<file path="src/rtl/ibex_mem_port_arbiter.sv">
`default_nettype none
// ============================================================================
// Module   : ibex_mem_port_arbiter
// Purpose  : Shares one req/gnt/rvalid bus between fetch and load/store ports.
// Revision : 1.0
// ============================================================================
module ibex_mem_port_arbiter #(
    parameter int MaxOutstanding = 2,
    parameter int StarveLimit    = 4
) (
    input  logic        clk_i,
    input  logic        rst_ni,
    input  logic        instr_req_i,
    input  logic [31:0] instr_addr_i,
    output logic        instr_gnt_o,
    output logic        instr_rvalid_o,
    output logic [31:0] instr_rdata_o,
    output logic        instr_err_o,
    input  logic        data_req_i,
    input  logic        data_we_i,
    input  logic [3:0]  data_be_i,
    input  logic [31:0] data_addr_i,
    input  logic [31:0] data_wdata_i,
    output logic        data_gnt_o,
    output logic        data_rvalid_o,
    output logic [31:0] data_rdata_o,
    output logic        data_err_o,
    output logic        bus_req_o,
    output logic        bus_we_o,
    output logic [3:0]  bus_be_o,
    output logic [31:0] bus_addr_o,
    output logic [31:0] bus_wdata_o,
    input  logic        bus_gnt_i,
    input  logic        bus_rvalid_i,
    input  logic [31:0] bus_rdata_i,
    input  logic        bus_err_i,
    output logic [3:0]  outstanding_o,
    output logic        protocol_err_o
);

    localparam int              PtrW      = (MaxOutstanding > 1) ? $clog2(MaxOutstanding) : 1;
    localparam logic [PtrW-1:0] LastPtr   = PtrW'(MaxOutstanding - 1);
    localparam logic [3:0]      MaxCnt    = 4'(MaxOutstanding);
    localparam logic [3:0]      StarveMax = 4'(StarveLimit);

    typedef enum logic [1:0] {
        IDLE   = 2'd0,
        HOLD_I = 2'd1,
        HOLD_D = 2'd2
    } state_e;

    state_e                    state_q, state_d;
    logic [MaxOutstanding-1:0] fifo_q;
    logic [PtrW-1:0]           wptr_q, rptr_q;
    logic [3:0]                count_q, count_d;
    logic [3:0]                starve_q, starve_d;
    logic                      perr_q, perr_d;

    logic sel_data, sel_req, push, pop, head;

    function automatic logic [PtrW-1:0] ptr_inc(input logic [PtrW-1:0] p);
        return (p == LastPtr) ? '0 : p + 1'b1;
    endfunction

    assign head = fifo_q[rptr_q];
    assign pop  = bus_rvalid_i & (count_q != 4'd0);

    always_comb begin
        state_d     = IDLE;
        sel_data    = 1'b0;
        bus_we_o    = 1'b0;
        bus_be_o    = 4'h0;
        bus_addr_o  = 32'h0;
        bus_wdata_o = 32'h0;

        case (state_q)
            IDLE:    sel_data = data_req_i &
                                ~(instr_req_i & (starve_q == StarveMax));
            HOLD_D:  sel_data = 1'b1;
            default: sel_data = 1'b0;
        endcase

        sel_req = sel_data ? data_req_i : instr_req_i;
        // Full blocks the request purely on the registered count.
        bus_req_o   = sel_req & (count_q < MaxCnt);
        push        = bus_req_o & bus_gnt_i;
        instr_gnt_o = push & ~sel_data;
        data_gnt_o  = push & sel_data;

        if (sel_req) begin
            if (sel_data) begin
                bus_we_o    = data_we_i;
                bus_be_o    = data_be_i;
                bus_addr_o  = data_addr_i;
                bus_wdata_o = data_wdata_i;
            end else begin
                bus_be_o    = 4'hF;
                bus_addr_o  = instr_addr_i;
            end
        end

        if (sel_req & ~push) begin
            state_d = sel_data ? HOLD_D : HOLD_I;
        end

        count_d = count_q;
        if (push & ~pop) begin
            count_d = count_q + 4'd1;
        end else if (~push & pop) begin
            count_d = count_q - 4'd1;
        end

        starve_d = starve_q;
        if (~instr_req_i | instr_gnt_o) begin
            starve_d = 4'd0;
        end else if (data_gnt_o & (starve_q != StarveMax)) begin
            starve_d = starve_q + 4'd1;
        end

        perr_d = perr_q | (bus_rvalid_i & (count_q == 4'd0));
    end

    always_ff @(posedge clk_i or negedge rst_ni) begin
        if (!rst_ni) begin
            state_q  <= IDLE;
            fifo_q   <= '0;
            wptr_q   <= '0;
            rptr_q   <= '0;
            count_q  <= 4'd0;
            starve_q <= 4'd0;
            perr_q   <= 1'b0;
        end else begin
            state_q  <= state_d;
            count_q  <= count_d;
            starve_q <= starve_d;
            perr_q   <= perr_d;
            if (push) begin
                fifo_q[wptr_q] <= sel_data;
                wptr_q         <= ptr_inc(wptr_q);
            end
            if (pop) begin
                rptr_q <= ptr_inc(rptr_q);
            end
        end
    end

    assign instr_rvalid_o = pop & ~head;
    assign data_rvalid_o  = pop & head;
    assign instr_rdata_o  = instr_rvalid_o ? bus_rdata_i : 32'h0;
    assign data_rdata_o   = data_rvalid_o  ? bus_rdata_i : 32'h0;
    assign instr_err_o    = instr_rvalid_o & bus_err_i;
    assign data_err_o     = data_rvalid_o  & bus_err_i;
    assign outstanding_o  = count_q;
    assign protocol_err_o = perr_q;

endmodule
`default_nettype wire

</file>
<file path="config.mk">
export PLATFORM = sky130hd
export DESIGN_NAME = ibex_mem_port_arbiter
export DESIGN_NICKNAME = d
export VERILOG_FILES = /design/src/rtl/ibex_mem_port_arbiter.sv
export SDC_FILE = /design/constraint.sdc
export NUM_CORES = 1
export LEC_CHECK = 0
export BUFFER_PORTS_ARGS = -buffer_cell sky130_fd_sc_hd__buf_2
export CAP_MARGIN = 20
export CORE_AREA = 2 2 112 114
export CTS_CLUSTER_SIZE = 30
export DETAILED_ROUTE_END_ITERATION = 8
export DIE_AREA = 0 0 114 116
export PLACE_DENSITY_LB_ADDON = 0.15
export SLEW_MARGIN = 10
export SYNTH_ARGS = -nofsm -noshare
export SYNTH_HDL_FRONTEND = slang
export SYNTH_SLANG_ARGS = --single-unit
</file>
<file path="constraint.sdc">
create_clock -name clk_i -period 3.1 [get_ports clk_i]
set_input_delay 0.31 -clock clk_i [delete_from_list [all_inputs] [get_ports clk_i]]
set_output_delay 0.31 -clock clk_i [all_outputs]
set_load 0.02 [all_outputs]
</file>
After elaboration in Yosys (flattened, before gate mapping)

Cells that the tools add are included.

Bits in registers: 15
Input port bits: 140
Output and inout port bits: 145
Word-level logic and storage cells: 74

Add/subtract/negate cells: 5
Magnitude comparators: 4
Equality and inequality tests: 3
Mux-type cells: 25
Bitwise logic cells: 24
Reductions and logical operators: 6

Operators with widths:

| cell                                                        | count |
|---|---|
| two-way mux 32 bit                                          | 6 |
| two-way mux 4 bit                                           | 6 |
| AND 1 bit                                                   | 16 |
| adder 4 x 1 -> 4 bit (second input constant)                | 2 |
| two-way mux 1 bit                                           | 8 |
| inverter 1 bit                                              | 6 |
| equality test 4 x 3 -> 1 bit (second input constant)        | 1 |
| logical NOT 4 bit                                           | 1 |
| less-than comparator 1 x 2 -> 1 bit (second input constant) | 2 |
| less-than comparator 4 x 2 -> 1 bit (second input constant) | 1 |
| two-way mux 2 bit                                           | 2 |
| inequality test 4 x 3 -> 1 bit (second input constant)      | 1 |
| nonzero test 2 bit                                          | 2 |
| nonzero test 4 bit                                          | 1 |
| subtractor 4 x 1 -> 4 bit (second input constant)           | 1 |
| adder 1 bit (second input constant)                         | 2 |
| bitwise mux 2 bit                                           | 1 |
| equality test 2 bit (second input constant)                 | 1 |
| logical NOT 2 bit                                           | 1 |
| bitwise OR 1 bit                                            | 2 |
| one-hot mux 1 bit (2 select lines)                          | 1 |
| demux 1 bit (select 1 bit)                                  | 1 |
| greater-or-equal comparator 1 bit (second input constant)   | 1 |
| logical AND 1 bit                                           | 1 |

Depth between registers and ports, before layout

Gate-level depths: netlist (run 1).

Depth in word-level cells: 12
Depth in mapped cells: 10

Worst setup path before layout (run 1)

No wires, ideal clock.

Kind: register to register
Start: register count_q[3] (netlist: outstanding_o[3])
End: register count_q[3] (netlist: outstanding_o[3])
Setup time: 0.136 ns
Arrival: 2.591 ns
Data required time: 2.964 ns
Slack: 0.373 ns
Stages on the path, launching flop included: 9
Path buffers: 0
Cells stage by stage: dfrtp_1 -> or4b_4 -> nor2_1 -> ha_1 -> inv_1 -> ha_1 -> a21o_1 -> a2111oi_0 -> o31ai_1

Longest elaborated chain between the ends: 6
Elaborated cells on any way between the ends: 14
Those cells by class: 2 x add/sub; 1 x order compare; 2 x mux; 7 x bitwise; 2 x reduce/logical

Ends and longest elaborated chain:

| item                                | RTL line | RTL |
|---|---|---|
| start, declared                     | 55       | `logic [3:0] count_q, count_d;` |
| start signal, assigned              | 134      | `count_q <= count_d;` |
| less-than comparator 4 x 2 -> 1 bit | 85       | `bus_req_o = sel_req & (count_q < MaxCnt);` |
| AND 1 bit                           | 85       |  |
| AND 1 bit                           | 86       | `push = bus_req_o & bus_gnt_i;` |
| inverter 1 bit                      | 109      | `end else if (~push & pop) begin` |
| AND 1 bit                           | 109      |  |
| nonzero test 2 bit (no source line) | -        |  |

Several ways; a longest one is shown, not always the timed one. The select of a mux whose other input is x is not followed.
A chain may end at the register's enable or synchronous reset.

Worst setup path after layout (run 1)

Ends and elaborated chain as after synthesis.

==> impl_results.html, run 1 <==
<table>
<tr><th>Metric</th><th>Value</th></tr>
<tr><th colspan="2">STA</th></tr>
<tr><td>Hold Vio Cnt, Final</td><td>0</td></tr>
<tr><td>Slew Limit Fails</td><td>0</td></tr>
<tr><td>Clock skew after layout</td><td>0.001113 ns</td></tr>
<tr><td>Summed negative setup slack over all endpoints</td><td>0 ns</td></tr>
<tr><td>Tightest slew margin relative to the limit</td><td>58.15%</td></tr>
<tr><td>Slew at the pin with the worst max-slew slack</td><td>roughly 0.63 ns</td></tr>
<tr><td>Setup repair after global routing missed its margin</td><td>no</td></tr>
<tr><td>Worst hold slack after final layout</td><td>0.3190 ns</td></tr>
<tr><td>FMAX</td><td>about 360 MHz</td></tr>
<tr><td>Setup violators final</td><td>0</td></tr>
<tr><td>Min Tclk post-route</td><td>2.773 ns</td></tr>
<tr><td>Post-route clock period utilization</td><td>89.44%</td></tr>
<tr><th colspan="2">Clock network</th></tr>
<tr><td>Number of post-CTS setup repair buffers</td><td>0</td></tr>
<tr><td>Worst-case clock buffer depth</td><td>2</td></tr>
<tr><td>CTS root buf</td><td>sky130_fd_sc_hd__clkbuf_16</td></tr>
<tr><td>Insertion delay to the later sink of the worst-skew pair</td><td>0.24 ns</td></tr>
<tr><td>CTS tree</td><td>built</td></tr>
<tr><td>Number of sinks on the clock net</td><td>15</td></tr>
<tr><td>CTS H-Tree Depth</td><td>1</td></tr>
<tr><td>Clock-pin transition on the worst setup and hold timing paths</td><td>0.05 ns</td></tr>
<tr><td>Clock buffer count from CTS</td><td>3</td></tr>
<tr><th colspan="2">Routing</th></tr>
<tr><td>Avg Vias per Cell</td><td>4.052</td></tr>
<tr><td>Per-cell routed wire length</td><td>12.15 um</td></tr>
<tr><td>Detailed Route Iter0 Violations</td><td>73</td></tr>
<tr><td>Initial DRT Pass Iterations</td><td>4</td></tr>
<tr><td>Number of nets with antenna violations after routing</td><td>0</td></tr>
<tr><td>Drt total wl</td><td>approximately 9 mm</td></tr>
<tr><td>DRC errors left</td><td>0</td></tr>
<tr><td>Number of vias after detailed routing</td><td>2978</td></tr>
<tr><th colspan="2">Synth</th></tr>
<tr><td>Number of register bits inferred by synthesis</td><td>15</td></tr>
<tr><td>Fraction of registers with async set/reset</td><td>100.0%</td></tr>
<tr><td>Distinct cells, synth</td><td>39</td></tr>
<tr><td>Top flip-flop cell by instance count after synthesis</td><td>sky130_fd_sc_hd__dfrtp_1</td></tr>
<tr><td>Part of the Yosys area used for sequential elements</td><td>18.03%</td></tr>
<tr><td>Number of cells produced by synthesis</td><td>between 300 and 400</td></tr>
<tr><td>Netlist area before placement</td><td>2082 um^2</td></tr>
<tr><td>Post-Syn Nets</td><td>458</td></tr>
<tr><td>Largest area contributor in the netlist</td><td>sky130_fd_sc_hd__and2_1</td></tr>
<tr><td>Cells taking the most area after synthesis</td><td>sky130_fd_sc_hd__and2_1 30%, sky130_fd_sc_hd__dfrtp_1 18%, sky130_fd_sc_hd__nand2_1 14%</td></tr>
<tr><td>Share of the synthesized area in the top cell type</td><td>30.35%</td></tr>
<tr><td>Count of warnings emitted by yosys</td><td>0</td></tr>
<tr><td>EDFF count, synth</td><td>0</td></tr>
<tr><td>Average footprint of a synthesized cell</td><td>6.673 um^2</td></tr>
<tr><th colspan="2">Min path</th></tr>
<tr><td>Min-Delay Path Depth</td><td>2</td></tr>
<tr><td>Endpoint of the worst hold-timing path</td><td>protocol_err_o$_DFF_PN0_</td></tr>
<tr><td>HP Start</td><td>bus_rvalid_i</td></tr>
<tr><td>Worst min path class</td><td>in -&gt; reg</td></tr>
<tr><th colspan="2">Setup path</th></tr>
<tr><td>Depth of the most critical reg-to-reg path</td><td>8</td></tr>
<tr><td>CP peak stage delay</td><td>0.61 ns</td></tr>
<tr><td>Critical Path Start Type</td><td>register</td></tr>
<tr><td>Setup slack of the worst register-to-register path</td><td>0.33 ns</td></tr>
<tr><td>Arrival @ worst endpoint</td><td>around 2.9 ns</td></tr>
<tr><td>Worst Setup End Kind</td><td>register</td></tr>
<tr><td>Worst Path Required</td><td>roughly 3.2 ns</td></tr>
<tr><td>Worst reg2reg path endpoint</td><td>outstanding_o[3]$_DFFE_PN0P_</td></tr>
<tr><td>Source of the worst register-to-register timing path</td><td>outstanding_o[3]$_DFFE_PN0P_</td></tr>
<tr><td>Cell with the most instances on the worst path</td><td>sky130_fd_sc_hd__ha_1</td></tr>
<tr><td>Series of cell instances along the critical path</td><td>or4b_4 &gt; nor2_1 &gt; ha_1 &gt; inv_1 &gt; ha_1 &gt; a21o_1 &gt; a2111oi_0 &gt; o31ai_1</td></tr>
<tr><td>CP max FO</td><td>7</td></tr>
<tr><td>Slowest CP cell</td><td>sky130_fd_sc_hd__or4b_4</td></tr>
<tr><td>Type of the worst setup path</td><td>reg -&gt; reg</td></tr>
<tr><th colspan="2">Floorplanning</th></tr>
<tr><td>Number of placement rows</td><td>40</td></tr>
<tr><td>Top Ports</td><td>285</td></tr>
<tr><td>Area of the die</td><td>about 13000 um^2</td></tr>
<tr><td>Width of the die</td><td>around 110 um</td></tr>
<tr><td>Core region area</td><td>11910 um^2</td></tr>
<tr><td>Overall die height</td><td>116 um</td></tr>
<tr><td>Starting utilization of the core area</td><td>approximately 17%</td></tr>
<tr><th colspan="2">Finish</th></tr>
<tr><td>Layout cell share with drive strength beyond 1</td><td>a little over half</td></tr>
<tr><td>Area growth, synth to finish</td><td>80.23%</td></tr>
<tr><td>Final layout net count</td><td>approximately 740</td></tr>
<tr><td>Antenna diode count</td><td>0</td></tr>
<tr><th colspan="2">Placed design</th></tr>
<tr><td>Global placer's final weighted congestion</td><td>between 0.7 and 0.8</td></tr>
<tr><td>Half-perimeter wire length after placement</td><td>7.485 mm</td></tr>
<tr><td>Count of input and output buffers</td><td>284</td></tr>
<tr><th colspan="2">Pwr</th></tr>
<tr><td>Pleak</td><td>0.002245 uW</td></tr>
<tr><td>Worst VDD drop</td><td>between 0.4 and 0.5 mV</td></tr>
<tr><td>Power per cell area</td><td>619.4 nW/um^2</td></tr>
<tr><td>Power Total</td><td>2324 uW</td></tr>
<tr><th colspan="2">Global routing</th></tr>
<tr><td>Global-route usage over all layers</td><td>between 10 and 15%</td></tr>
<tr><td>Global-route wire length before repair</td><td>~12 mm</td></tr>
<tr><td>Number of antenna violations at the first check in global routing</td><td>0</td></tr>
<tr><td>Vias in the first global route</td><td>2492</td></tr>
<tr><td>Largest net degree at the start of global routing</td><td>37</td></tr>
<tr><td>Sum of overflow across all layers after global routing</td><td>0</td></tr>
<tr><th colspan="2">Run status</th></tr>
<tr><td>Run status</td><td>finished, final reports clean</td></tr>
<tr><th colspan="2">Flow run</th></tr>
<tr><td>Max-capacitance violation count</td><td>0</td></tr>
</table>
[sequential cells by signal, summed over array words and instances (netlist names)]
| name | cells |
|---|---|
| outstanding_o | 4 |
| wptr_q | 1 |
| protocol_err_o | 1 |
| starve_q | 4 |
| rptr_q | 1 |
| fifo_q | 2 |
| state_q | 2 |
[worst max path at each step]
| stage | startpoint | endpoint | slack (ns) | depth (start not counted) |
|---|---|---|---|---|
| 3_3_place_gp | outstanding_o[3]$_DFFE_PN0P_ | outstanding_o[3]$_DFFE_PN0P_ | 0.39 | 8 |
| 2_1_floorplan | outstanding_o[3]$_DFFE_PN0P_ | outstanding_o[3]$_DFFE_PN0P_ | 0.37 | 8 |
| 4_1_cts | outstanding_o[3]$_DFFE_PN0P_ | outstanding_o[3]$_DFFE_PN0P_ | 0.32 | 8 |
| 6_report | outstanding_o[3]$_DFFE_PN0P_ | outstanding_o[3]$_DFFE_PN0P_ | 0.33 | 8 |
| 5_1_grt | outstanding_o[3]$_DFFE_PN0P_ | outstanding_o[3]$_DFFE_PN0P_ | 0.05 | 8 |
| 3_5_place_dp | outstanding_o[3]$_DFFE_PN0P_ | outstanding_o[3]$_DFFE_PN0P_ | 0.33 | 8 |
[through the flow]
stage / area, um^2 / std cells / util, % / setup slack, ns
2_1_floorplan: 2082 / 312 / - / 0.3728
3_3_place_gp: 3664 / 730 / 30.76 / 0.3901
3_5_place_dp: 3664 / 730 / 30.76 / 0.3294
4_1_cts: 3752 / 735 / 31.50 / 0.3198
5_1_grt: 3752 / 735 / 31.50 / 0.04827
6_report: 3752 / 735 / 31.50 / 0.3273
[layer usage]
| layer | track usage, % | share of wire [%] | up-vias | routed length (um) |
|---|---|---|---|---|
| met4 | 1.382 | 0.43 | 0 | 38 |
| met2 | 22.06 | 54 | 117 | 4779 |
| met5 | 0 | 0 | - | 0 |
| met1 | 12.99 | 39 | 1304 | 3508 |
| li1 | - | - | 1553 | - |
| met3 | 1.778 | 6.8 | 4 | 606 |
[layout make-up]
type                       instances  area [um^2]
fill                            1301         8159
clock buffer                       4        78.83
inverter                           4        15.01
sequential                        15        375.4
tap                              147        183.9
timing repair buffer             293         1491
multi-input combinational        272         1608
[worst max-delay path: cells and delay by family, from the launching register on]
kind / cells / cell delay [ns]
DFF: 1 / 0.44
AOI/OAI and AO/OA: 3 / 0.76
adders and majority gates: 2 / 0.53
and+or+nand+nor: 2 / 0.78
buffers and inverters: 1 / 0.13
[repair_timing]
item | in CTS | in global routing
hold buffers | 1 | 0
endpoints found under the hold margin | 15 | 0
gates resized for setup | 0 | 0
[logic make-up (layout without fill, tap and decap cells)]
logic type      Yosys count  after routing  synth area share (%)
mux                       6              6                 3.065
flops                    15             15                 18.03
compound gates           48             48                 14.12
fa+ha+maj                 6              6                 3.966
buf+inv                  25            301                 5.108
xor+xnor                  6              6                 2.524
simple gates            206            206                 53.19
[report_power, final]
part | total [uW] | internal [uW] | switching (uW)
Clock | 253 | 174 | 79.2
Combinational | 1730 | 661 | 1070
Sequential | 342 | 263 | 79.3
Total | 2320 | 1100 | 1230
[synthesized netlist by cell type, drive strengths merged (4+ instances only)]
cell type / instances
a21oi: 35
and2: 101
buf: 10
clkbuf: 11
dfrtp: 15
ha: 5
inv: 4
nand2: 77
nor2: 8
nor3: 5
xnor2: 5
[placed cells by master (no fill, tap or decap), types with 2 or more instances in the layout]
| cell type | count |
|---|---|
| sky130_fd_sc_hd__nor2_1 | 8 |
| sky130_fd_sc_hd__inv_1 | 4 |
| sky130_fd_sc_hd__mux2_2 | 3 |
| sky130_fd_sc_hd__xnor2_1 | 5 |
| sky130_fd_sc_hd__dfrtp_1 | 15 |
| sky130_fd_sc_hd__nand3_1 | 2 |
| sky130_fd_sc_hd__ha_1 | 5 |
| sky130_fd_sc_hd__mux2i_1 | 3 |
| sky130_fd_sc_hd__buf_4 | 8 |
| sky130_fd_sc_hd__nor2b_1 | 3 |
| sky130_fd_sc_hd__buf_2 | 284 |
| sky130_fd_sc_hd__a21o_1 | 2 |
| sky130_fd_sc_hd__nor3_1 | 5 |
| sky130_fd_sc_hd__o21ai_0 | 2 |
| sky130_fd_sc_hd__clkbuf_16 | 3 |
| sky130_fd_sc_hd__and2_1 | 101 |
| sky130_fd_sc_hd__nand2_1 | 77 |
| sky130_fd_sc_hd__a21oi_1 | 33 |
Note: power is estimated with default switching activity, not from simulation.
==> inputs of run 2 (changes only) <==
- RECOVER_POWER: not set -> 25
==> run 2 against run 1 <==
  * Sequential power about the same
  * Setup slack worse by 0.089 ns
  * Critical path type is now reg -> out
  * Clock-buffer cell count unchanged
  * Register-to-register slack better by 0.02 ns
  * Via count down 0.47%
  * Highest routed layer unchanged
  * Total power down 1.7%
  * Maximum frequency down 3.1%
  * Critical endpoint is now bus_be_o[1]
  * Clock skew about the same
==> impl_results.html, run 2 (synthesis results as in run 1) <==
<table>
<tr><th>Metric</th><th>Value</th></tr>
<tr><th colspan="2">Run status</th></tr>
<tr><td>Run status</td><td>finished, final reports clean</td></tr>
<tr><th colspan="2">Flow run</th></tr>
<tr><td>Max-capacitance violation count</td><td>0</td></tr>
<tr><th colspan="2">Clock network</th></tr>
<tr><td>Number of buffers inserted by hold repair at cts</td><td>1</td></tr>
<tr><td>CTS H-Tree Depth</td><td>1</td></tr>
<tr><td>Clock buffer count from CTS</td><td>3</td></tr>
<tr><td>Number of sinks on the clock net</td><td>15</td></tr>
<tr><td>CTS root buf</td><td>sky130_fd_sc_hd__clkbuf_16</td></tr>
<tr><td>CTS tree</td><td>built</td></tr>
<tr><td>Worst-case clock buffer depth</td><td>2</td></tr>
<tr><td>Number of post-CTS setup repair buffers</td><td>0</td></tr>
<tr><td>Number of gates resized after CTS</td><td>0</td></tr>
<tr><td>Clock-pin transition on the worst setup and hold timing paths</td><td>0.05 ns</td></tr>
<tr><td>Insertion delay to the later sink of the worst-skew pair</td><td>around 0.24 ns</td></tr>
<tr><th colspan="2">Floorplanning</th></tr>
<tr><td>Starting utilization of the core area</td><td>17.48%</td></tr>
<tr><td>Overall die height</td><td>116 um</td></tr>
<tr><td>Top Ports</td><td>285</td></tr>
<tr><td>Core region area</td><td>between 10000 and 15000 um^2</td></tr>
<tr><td>Number of placement rows</td><td>40</td></tr>
<tr><td>Area of the die</td><td>13220 um^2</td></tr>
<tr><td>Width of the die</td><td>114 um</td></tr>
<tr><th colspan="2">Setup path</th></tr>
<tr><td>Series of cell instances along the critical path</td><td>inv_1 &gt; ha_1 &gt; and4b_1 &gt; a21bo_1 &gt; nand2_1 &gt; nand2_1 &gt; buf_2</td></tr>
<tr><td>Critical Path Start Type</td><td>register</td></tr>
<tr><td>Worst Path Required</td><td>2.79 ns</td></tr>
<tr><td>Number of buffer and inverter instances along the worst setup path</td><td>2</td></tr>
<tr><td>Slowest CP cell</td><td>sky130_fd_sc_hd__a21bo_1</td></tr>
<tr><td>Cell with the most instances on the worst path</td><td>sky130_fd_sc_hd__nand2_1</td></tr>
<tr><td>Arrival @ worst endpoint</td><td>2.55 ns</td></tr>
<tr><td>CP max FO</td><td>33</td></tr>
<tr><td>CP peak stage delay</td><td>0.77 ns</td></tr>
<tr><td>Worst Setup End Kind</td><td>output port</td></tr>
<tr><td>Crit path max-delay family</td><td>compound AO/OA/AOI/OAI gates</td></tr>
<tr><td>Type of the worst setup path</td><td>reg -&gt; out</td></tr>
<tr><th colspan="2">Finish</th></tr>
<tr><td>Layout cell share with drive strength beyond 1</td><td>48.64%</td></tr>
<tr><td>Most common cell after layout, fill and taps aside</td><td>sky130_fd_sc_hd__buf_2</td></tr>
<tr><td>Fin area</td><td>~3700 um^2</td></tr>
<tr><td>Area occupied by multi-input gates</td><td>1588 um^2</td></tr>
<tr><td>Final layout net count</td><td>735</td></tr>
<tr><td>Antenna diode count</td><td>0</td></tr>
<tr><td>Register cell area after layout</td><td>375.4 um^2</td></tr>
<tr><td>Commonest cells after routing, fill and taps aside</td><td>270 x sky130_fd_sc_hd__buf_2, 101 x sky130_fd_sc_hd__and2_1, 77 x sky130_fd_sc_hd__nand2_1</td></tr>
<tr><td>Final cell utilization of the core</td><td>31.07%</td></tr>
<tr><td>Area growth, synth to finish</td><td>77.76%</td></tr>
<tr><td>Final-layout fill cell count</td><td>about 1300</td></tr>
<tr><th colspan="2">Global routing</th></tr>
<tr><td>Global-route wire length before repair</td><td>12.21 mm</td></tr>
<tr><td>Sum of overflow across all layers after global routing</td><td>0</td></tr>
<tr><td>Number of antenna violations at the first check in global routing</td><td>0</td></tr>
<tr><td>Global-route usage over all layers</td><td>11.19%</td></tr>
<tr><td>Vias in the first global route</td><td>2492</td></tr>
<tr><td>Largest net degree at the start of global routing</td><td>37</td></tr>
<tr><th colspan="2">Routing</th></tr>
<tr><td>DRC errors left</td><td>0</td></tr>
<tr><td>Avg Vias per Cell</td><td>4.033</td></tr>
<tr><td>Number of nets with antenna violations after routing</td><td>0</td></tr>
<tr><td>Initial DRT Pass Iterations</td><td>4</td></tr>
<tr><td>Number of vias after detailed routing</td><td>2964</td></tr>
<tr><td>Per-cell routed wire length</td><td>12.14 um</td></tr>
<tr><td>Detailed Route Iter0 Violations</td><td>91</td></tr>
<tr><td>Drt total wl</td><td>8.923 mm</td></tr>
<tr><th colspan="2">Pwr</th></tr>
<tr><td>Power per cell area</td><td>617.2 nW/um^2</td></tr>
<tr><td>Power Total</td><td>2284 uW</td></tr>
<tr><td>Pleak</td><td>0.002185 uW</td></tr>
<tr><td>Worst VDD drop</td><td>between 0.4 and 0.5 mV</td></tr>
<tr><th colspan="2">STA</th></tr>
<tr><td>Post-route clock period utilization</td><td>between 90 and 100%</td></tr>
<tr><td>Hold Vio Cnt, Final</td><td>0</td></tr>
<tr><td>Clock skew after layout</td><td>0.001027 ns</td></tr>
<tr><td>Slew Limit Fails</td><td>0</td></tr>
<tr><td>Setup violators final</td><td>0</td></tr>
<tr><td>Slew at the pin with the worst max-slew slack</td><td>between 1 and 1.5 ns</td></tr>
<tr><td>Setup repair after global routing missed its margin</td><td>no</td></tr>
<tr><td>FMAX</td><td>~350 MHz</td></tr>
<tr><td>Tightest slew margin relative to the limit</td><td>between 30% and 40%</td></tr>
<tr><td>Worst hold slack after final layout</td><td>0.3191 ns</td></tr>
<tr><td>Min Tclk post-route</td><td>2.862 ns</td></tr>
<tr><td>Summed negative setup slack over all endpoints</td><td>0 ns</td></tr>
<tr><th colspan="2">Placed design</th></tr>
<tr><td>Global placer's final weighted congestion</td><td>0.7337</td></tr>
<tr><td>Area after DPL</td><td>3664 um^2</td></tr>
<tr><td>Count of input and output buffers</td><td>284</td></tr>
<tr><td>Half-perimeter wire length after placement</td><td>approximately 7.5 mm</td></tr>
<tr><th colspan="2">Min path</th></tr>
<tr><td>Worst min path class</td><td>in -&gt; reg</td></tr>
</table>
## run 2: changes by cell type in the layout (fill, tap and decap cells not counted), moves of 2 or more
cell                       change
sky130_fd_sc_hd__buf_4         -4
sky130_fd_sc_hd__clkbuf_1     +17
sky130_fd_sc_hd__a21oi_1       +2
sky130_fd_sc_hd__buf_2        -14
## run 2: per-stage QoR
stage	instances	setup WS [ns]
2_1_floorplan	312	0.3728
3_3_place_gp	730	0.3901
3_5_place_dp	730	0.3294
4_1_cts	735	0.3198
5_1_grt	735	0.03149
6_report	735	0.2384
## run 2: power breakdown
group | switching [uW] | internal (uW)
clock | 79.7 | 174
sequential | 77.7 | 263
combinational | 1060 | 625
## run 2: final cells by class
type / count / share of cell area [%]
clock buffer: 4 / 2.130
inverter: 4 / 0.4057
multi-input combinational: 272 / 42.90
sequential: 15 / 10.14
tap: 147 / 4.970
timing repair buffer: 293 / 39.45
## run 2: path summary, 6_finish.rpt
check                                             start                      endpoint  slack (ns)  depth (start not counted)
hold / removal                             bus_rvalid_i      protocol_err_o$_DFF_PN0_        0.32                          2
setup / recovery                starve_q[0]$_DFFE_PN0P_                   bus_be_o[1]        0.24                          7
setup reg to reg           outstanding_o[3]$_DFFE_PN0P_  outstanding_o[3]$_DFFE_PN0P_        0.35                          8
max in group asynchronous                        rst_ni            rptr_q$_DFFE_PN0P_        1.87                          2
hold reg to reg                protocol_err_o$_DFF_PN0_      protocol_err_o$_DFF_PN0_        0.46                          1
min in group asynchronous                        rst_ni  outstanding_o[0]$_DFFE_PN0P_        0.70                          2
## run 2: metal layers
metal	track usage, %	part of all wire, %	vias up
met3	1.778	6.8	4
met1	12.99	39	1292
li1	-	-	1552
met5	0	0	-
met4	1.382	0.43	0
met2	22.06	53	116
==> inputs of run 3 (changes only) <==
- clock period: 3.1 -> 3 ns (I/O delays scaled with it)
==> run 3 against run 2 <==
  * Via count grew 1.7%
  * Clock power is 2% higher
  * Non-clock buffer count did not move
  * Largest power group unchanged
==> impl_results.html, run 3 (synthesis results as in run 1) <==
<table>
<tr><th>Metric</th><th>Value</th></tr>
<tr><th colspan="2">Run status</th></tr>
<tr><td>Run status</td><td>finished, final reports clean</td></tr>
<tr><th colspan="2">Routing</th></tr>
<tr><td>Drt total wl</td><td>9.074 mm</td></tr>
<tr><td>Number of vias after detailed routing</td><td>3015</td></tr>
<tr><td>Number of nets with antenna violations after routing</td><td>0</td></tr>
<tr><td>DRC errors left</td><td>0</td></tr>
<tr><td>Initial DRT Pass Iterations</td><td>4</td></tr>
<tr><td>Avg Vias per Cell</td><td>4.102</td></tr>
<tr><td>Detailed Route Iter0 Violations</td><td>76</td></tr>
<tr><td>Per-cell routed wire length</td><td>~12 um</td></tr>
<tr><th colspan="2">Clock network</th></tr>
<tr><td>Clock buffer count from CTS</td><td>3</td></tr>
<tr><td>CTS tree</td><td>built</td></tr>
<tr><td>Number of gates resized after CTS</td><td>0</td></tr>
<tr><td>Clock-pin transition on the worst setup and hold timing paths</td><td>0.05 ns</td></tr>
<tr><td>CTS root buf</td><td>sky130_fd_sc_hd__clkbuf_16</td></tr>
<tr><td>Number of sinks on the clock net</td><td>15</td></tr>
<tr><td>CTS H-Tree Depth</td><td>1</td></tr>
<tr><td>Insertion delay to the later sink of the worst-skew pair</td><td>0.24 ns</td></tr>
<tr><td>Worst-case clock buffer depth</td><td>2</td></tr>
<tr><th colspan="2">STA</th></tr>
<tr><td>Worst-case setup margin in the final layout</td><td>0.2429 ns</td></tr>
<tr><td>Min Tclk post-route</td><td>around 2.8 ns</td></tr>
<tr><td>Slew Limit Fails</td><td>0</td></tr>
<tr><td>Clock skew after layout</td><td>0.003583 ns</td></tr>
<tr><td>Setup violators final</td><td>0</td></tr>
<tr><td>FMAX</td><td>362.7 MHz</td></tr>
<tr><td>Summed negative setup slack over all endpoints</td><td>0 ns</td></tr>
<tr><td>Tightest slew margin relative to the limit</td><td>about two fifths</td></tr>
<tr><td>Hold Vio Cnt, Final</td><td>0</td></tr>
<tr><td>Post-route clock period utilization</td><td>approximately 92%</td></tr>
<tr><td>Setup repair after global routing missed its margin</td><td>no</td></tr>
<tr><td>Slew at the pin with the worst max-slew slack</td><td>0.8799 ns</td></tr>
<tr><th colspan="2">Placed design</th></tr>
<tr><td>Count of input and output buffers</td><td>between 200 and 300</td></tr>
<tr><td>Placement Setup Slack</td><td>0.2696 ns</td></tr>
<tr><td>DP Cell Count</td><td>730</td></tr>
<tr><td>Area after DPL</td><td>3664 um^2</td></tr>
<tr><td>Half-perimeter wire length after placement</td><td>7.526 mm</td></tr>
<tr><td>Global placer's final weighted congestion</td><td>around 0.74</td></tr>
<tr><th colspan="2">Pwr</th></tr>
<tr><td>Worst VDD drop</td><td>between 0.3 and 0.4 mV</td></tr>
<tr><td>Power per cell area</td><td>639.0 nW/um^2</td></tr>
<tr><td>Pleak</td><td>0.002185 uW</td></tr>
<tr><th colspan="2">Global routing</th></tr>
<tr><td>Global-route wire length before repair</td><td>12.45 mm</td></tr>
<tr><td>Global-route usage over all layers</td><td>11.43%</td></tr>
<tr><td>Vias in the first global route</td><td>2506</td></tr>
<tr><td>Sum of overflow across all layers after global routing</td><td>0</td></tr>
<tr><td>Number of antenna violations at the first check in global routing</td><td>0</td></tr>
<tr><td>Largest net degree at the start of global routing</td><td>37</td></tr>
<tr><th colspan="2">Setup path</th></tr>
<tr><td>Series of cell instances along the critical path</td><td>or4b_4 &gt; nor2_1 &gt; ha_1 &gt; inv_1 &gt; ha_1 &gt; a21o_1 &gt; a2111oi_0 &gt; o31ai_1</td></tr>
<tr><td>Type of the worst setup path</td><td>reg -&gt; reg</td></tr>
<tr><td>Slowest CP cell</td><td>sky130_fd_sc_hd__or4b_4</td></tr>
<tr><td>CP max FO</td><td>7</td></tr>
<tr><td>CP peak stage delay</td><td>0.60 ns</td></tr>
<tr><td>Worst Setup End Kind</td><td>register</td></tr>
<tr><td>Arrival @ worst endpoint</td><td>2.87 ns</td></tr>
<tr><td>Source of the worst register-to-register timing path</td><td>outstanding_o[3]$_DFFE_PN0P_</td></tr>
<tr><td>Critical Path Start Type</td><td>register</td></tr>
<tr><td>Crit path max-delay family</td><td>compound AO/OA/AOI/OAI gates</td></tr>
<tr><td>Number of buffer and inverter instances along the worst setup path</td><td>1</td></tr>
<tr><td>Worst Path Required</td><td>3.11 ns</td></tr>
<tr><td>Critical path launch point</td><td>outstanding_o[3]$_DFFE_PN0P_</td></tr>
<tr><td>Cell with the most instances on the worst path</td><td>sky130_fd_sc_hd__ha_1</td></tr>
<tr><th colspan="2">Floorplanning</th></tr>
<tr><td>Core region area</td><td>11910 um^2</td></tr>
<tr><td>Area of the die</td><td>~13000 um^2</td></tr>
<tr><td>Starting utilization of the core area</td><td>17.48%</td></tr>
<tr><td>Top Ports</td><td>between 200 and 300</td></tr>
<tr><td>Overall die height</td><td>116 um</td></tr>
<tr><td>Width of the die</td><td>114 um</td></tr>
<tr><td>Number of placement rows</td><td>40</td></tr>
<tr><th colspan="2">Finish</th></tr>
<tr><td>Final layout net count</td><td>735</td></tr>
<tr><td>Antenna diode count</td><td>0</td></tr>
<tr><td>Post-route insts no fill</td><td>735</td></tr>
<tr><td>Most common cell after layout, fill and taps aside</td><td>sky130_fd_sc_hd__buf_2</td></tr>
<tr><td>Layout cell share with drive strength beyond 1</td><td>49.15%</td></tr>
<tr><td>Commonest cells after routing, fill and taps aside</td><td>269 x sky130_fd_sc_hd__buf_2, 101 x sky130_fd_sc_hd__and2_1, 77 x sky130_fd_sc_hd__nand2_1</td></tr>
<tr><td>Final cell utilization of the core</td><td>31.08%</td></tr>
<tr><td>Area growth, synth to finish</td><td>77.82%</td></tr>
<tr><td>Final-layout fill cell count</td><td>1312</td></tr>
<tr><td>Fin area</td><td>3702 um^2</td></tr>
<tr><th colspan="2">Min path</th></tr>
<tr><td>Worst min path class</td><td>in -&gt; reg</td></tr>
<tr><td>HP Start</td><td>bus_rvalid_i</td></tr>
<tr><th colspan="2">Flow run</th></tr>
<tr><td>Max-capacitance violation count</td><td>0</td></tr>
</table>
run 3: routing by layer:
metal | share of wire, % | routed length, um | up-vias | GRT usage [%]
met5 | 0 | 0 | - | 0
met3 | 7.0 | 633 | 2 | 1.464
li1 | - | - | 1553 | -
met1 | 40 | 3609 | 1337 | 13.73
met2 | 53 | 4806 | 123 | 22.30
met4 | 0.28 | 25 | 0 | 1.220
run 3: path summary, 6_finish.rpt:
check                                               endpoint  slack (ns)  cells past startpoint
worst min register to register      protocol_err_o$_DFF_PN0_        0.46                      1
worst max-delay path            outstanding_o[3]$_DFFE_PN0P_        0.24                      8
worst min-delay path                protocol_err_o$_DFF_PN0_        0.31                      2
max in group asynchronous               state_q[0]$_DFF_PN0_        1.77                      2
worst max register to register  outstanding_o[3]$_DFFE_PN0P_        0.24                      8
min in group asynchronous       outstanding_o[2]$_DFFE_PN0P_        0.69                      2
run 3: what timing repair did:
action,CTS,global route
hold buffers,1,0
endpoints found under the hold margin,15,0
buffers inserted,0,0
run 3: power by group:
part / switching, uW / leakage [uW] / internal, uW
Sequential: 83.8 / 0.000186 / 272
Clock: 79.9 / 0.0000382 / 180
Combinational: 1100 / 0.00196 / 648
run 3: through the flow:
step,hold slack (ns),total power (uW)
2_1_floorplan,0.004409,1539
3_3_place_gp,0.2383,2169
3_5_place_dp,0.2398,2169
4_1_cts,0.3160,2438
5_1_grt,0.3248,2552
6_report,0.3124,2366
run 3: area by class of cell:
class / count / area, um^2 / area share, %
Clock buffer: 4 / 78.83 / 2.129
Sequential cell: 15 / 375.4 / 10.14
Inverter: 4 / 15.01 / 0.4055
Tap cell: 147 / 183.9 / 4.968
Timing Repair Buffer: 293 / 1461 / 39.47
Multi-Input combinational cell: 272 / 1588 / 42.89
run 3: worst register-to-register path, stage by stage (launching register included):
cell and delay, ns:
sky130_fd_sc_hd__dfrtp_1 0.44, sky130_fd_sc_hd__or4b_4 0.60, sky130_fd_sc_hd__nor2_1 0.16, sky130_fd_sc_hd__ha_1 0.25, sky130_fd_sc_hd__inv_1 0.13, sky130_fd_sc_hd__ha_1 0.28, sky130_fd_sc_hd__a21o_1 0.21, sky130_fd_sc_hd__a2111oi_0 0.42
sky130_fd_sc_hd__o31ai_1 0.13
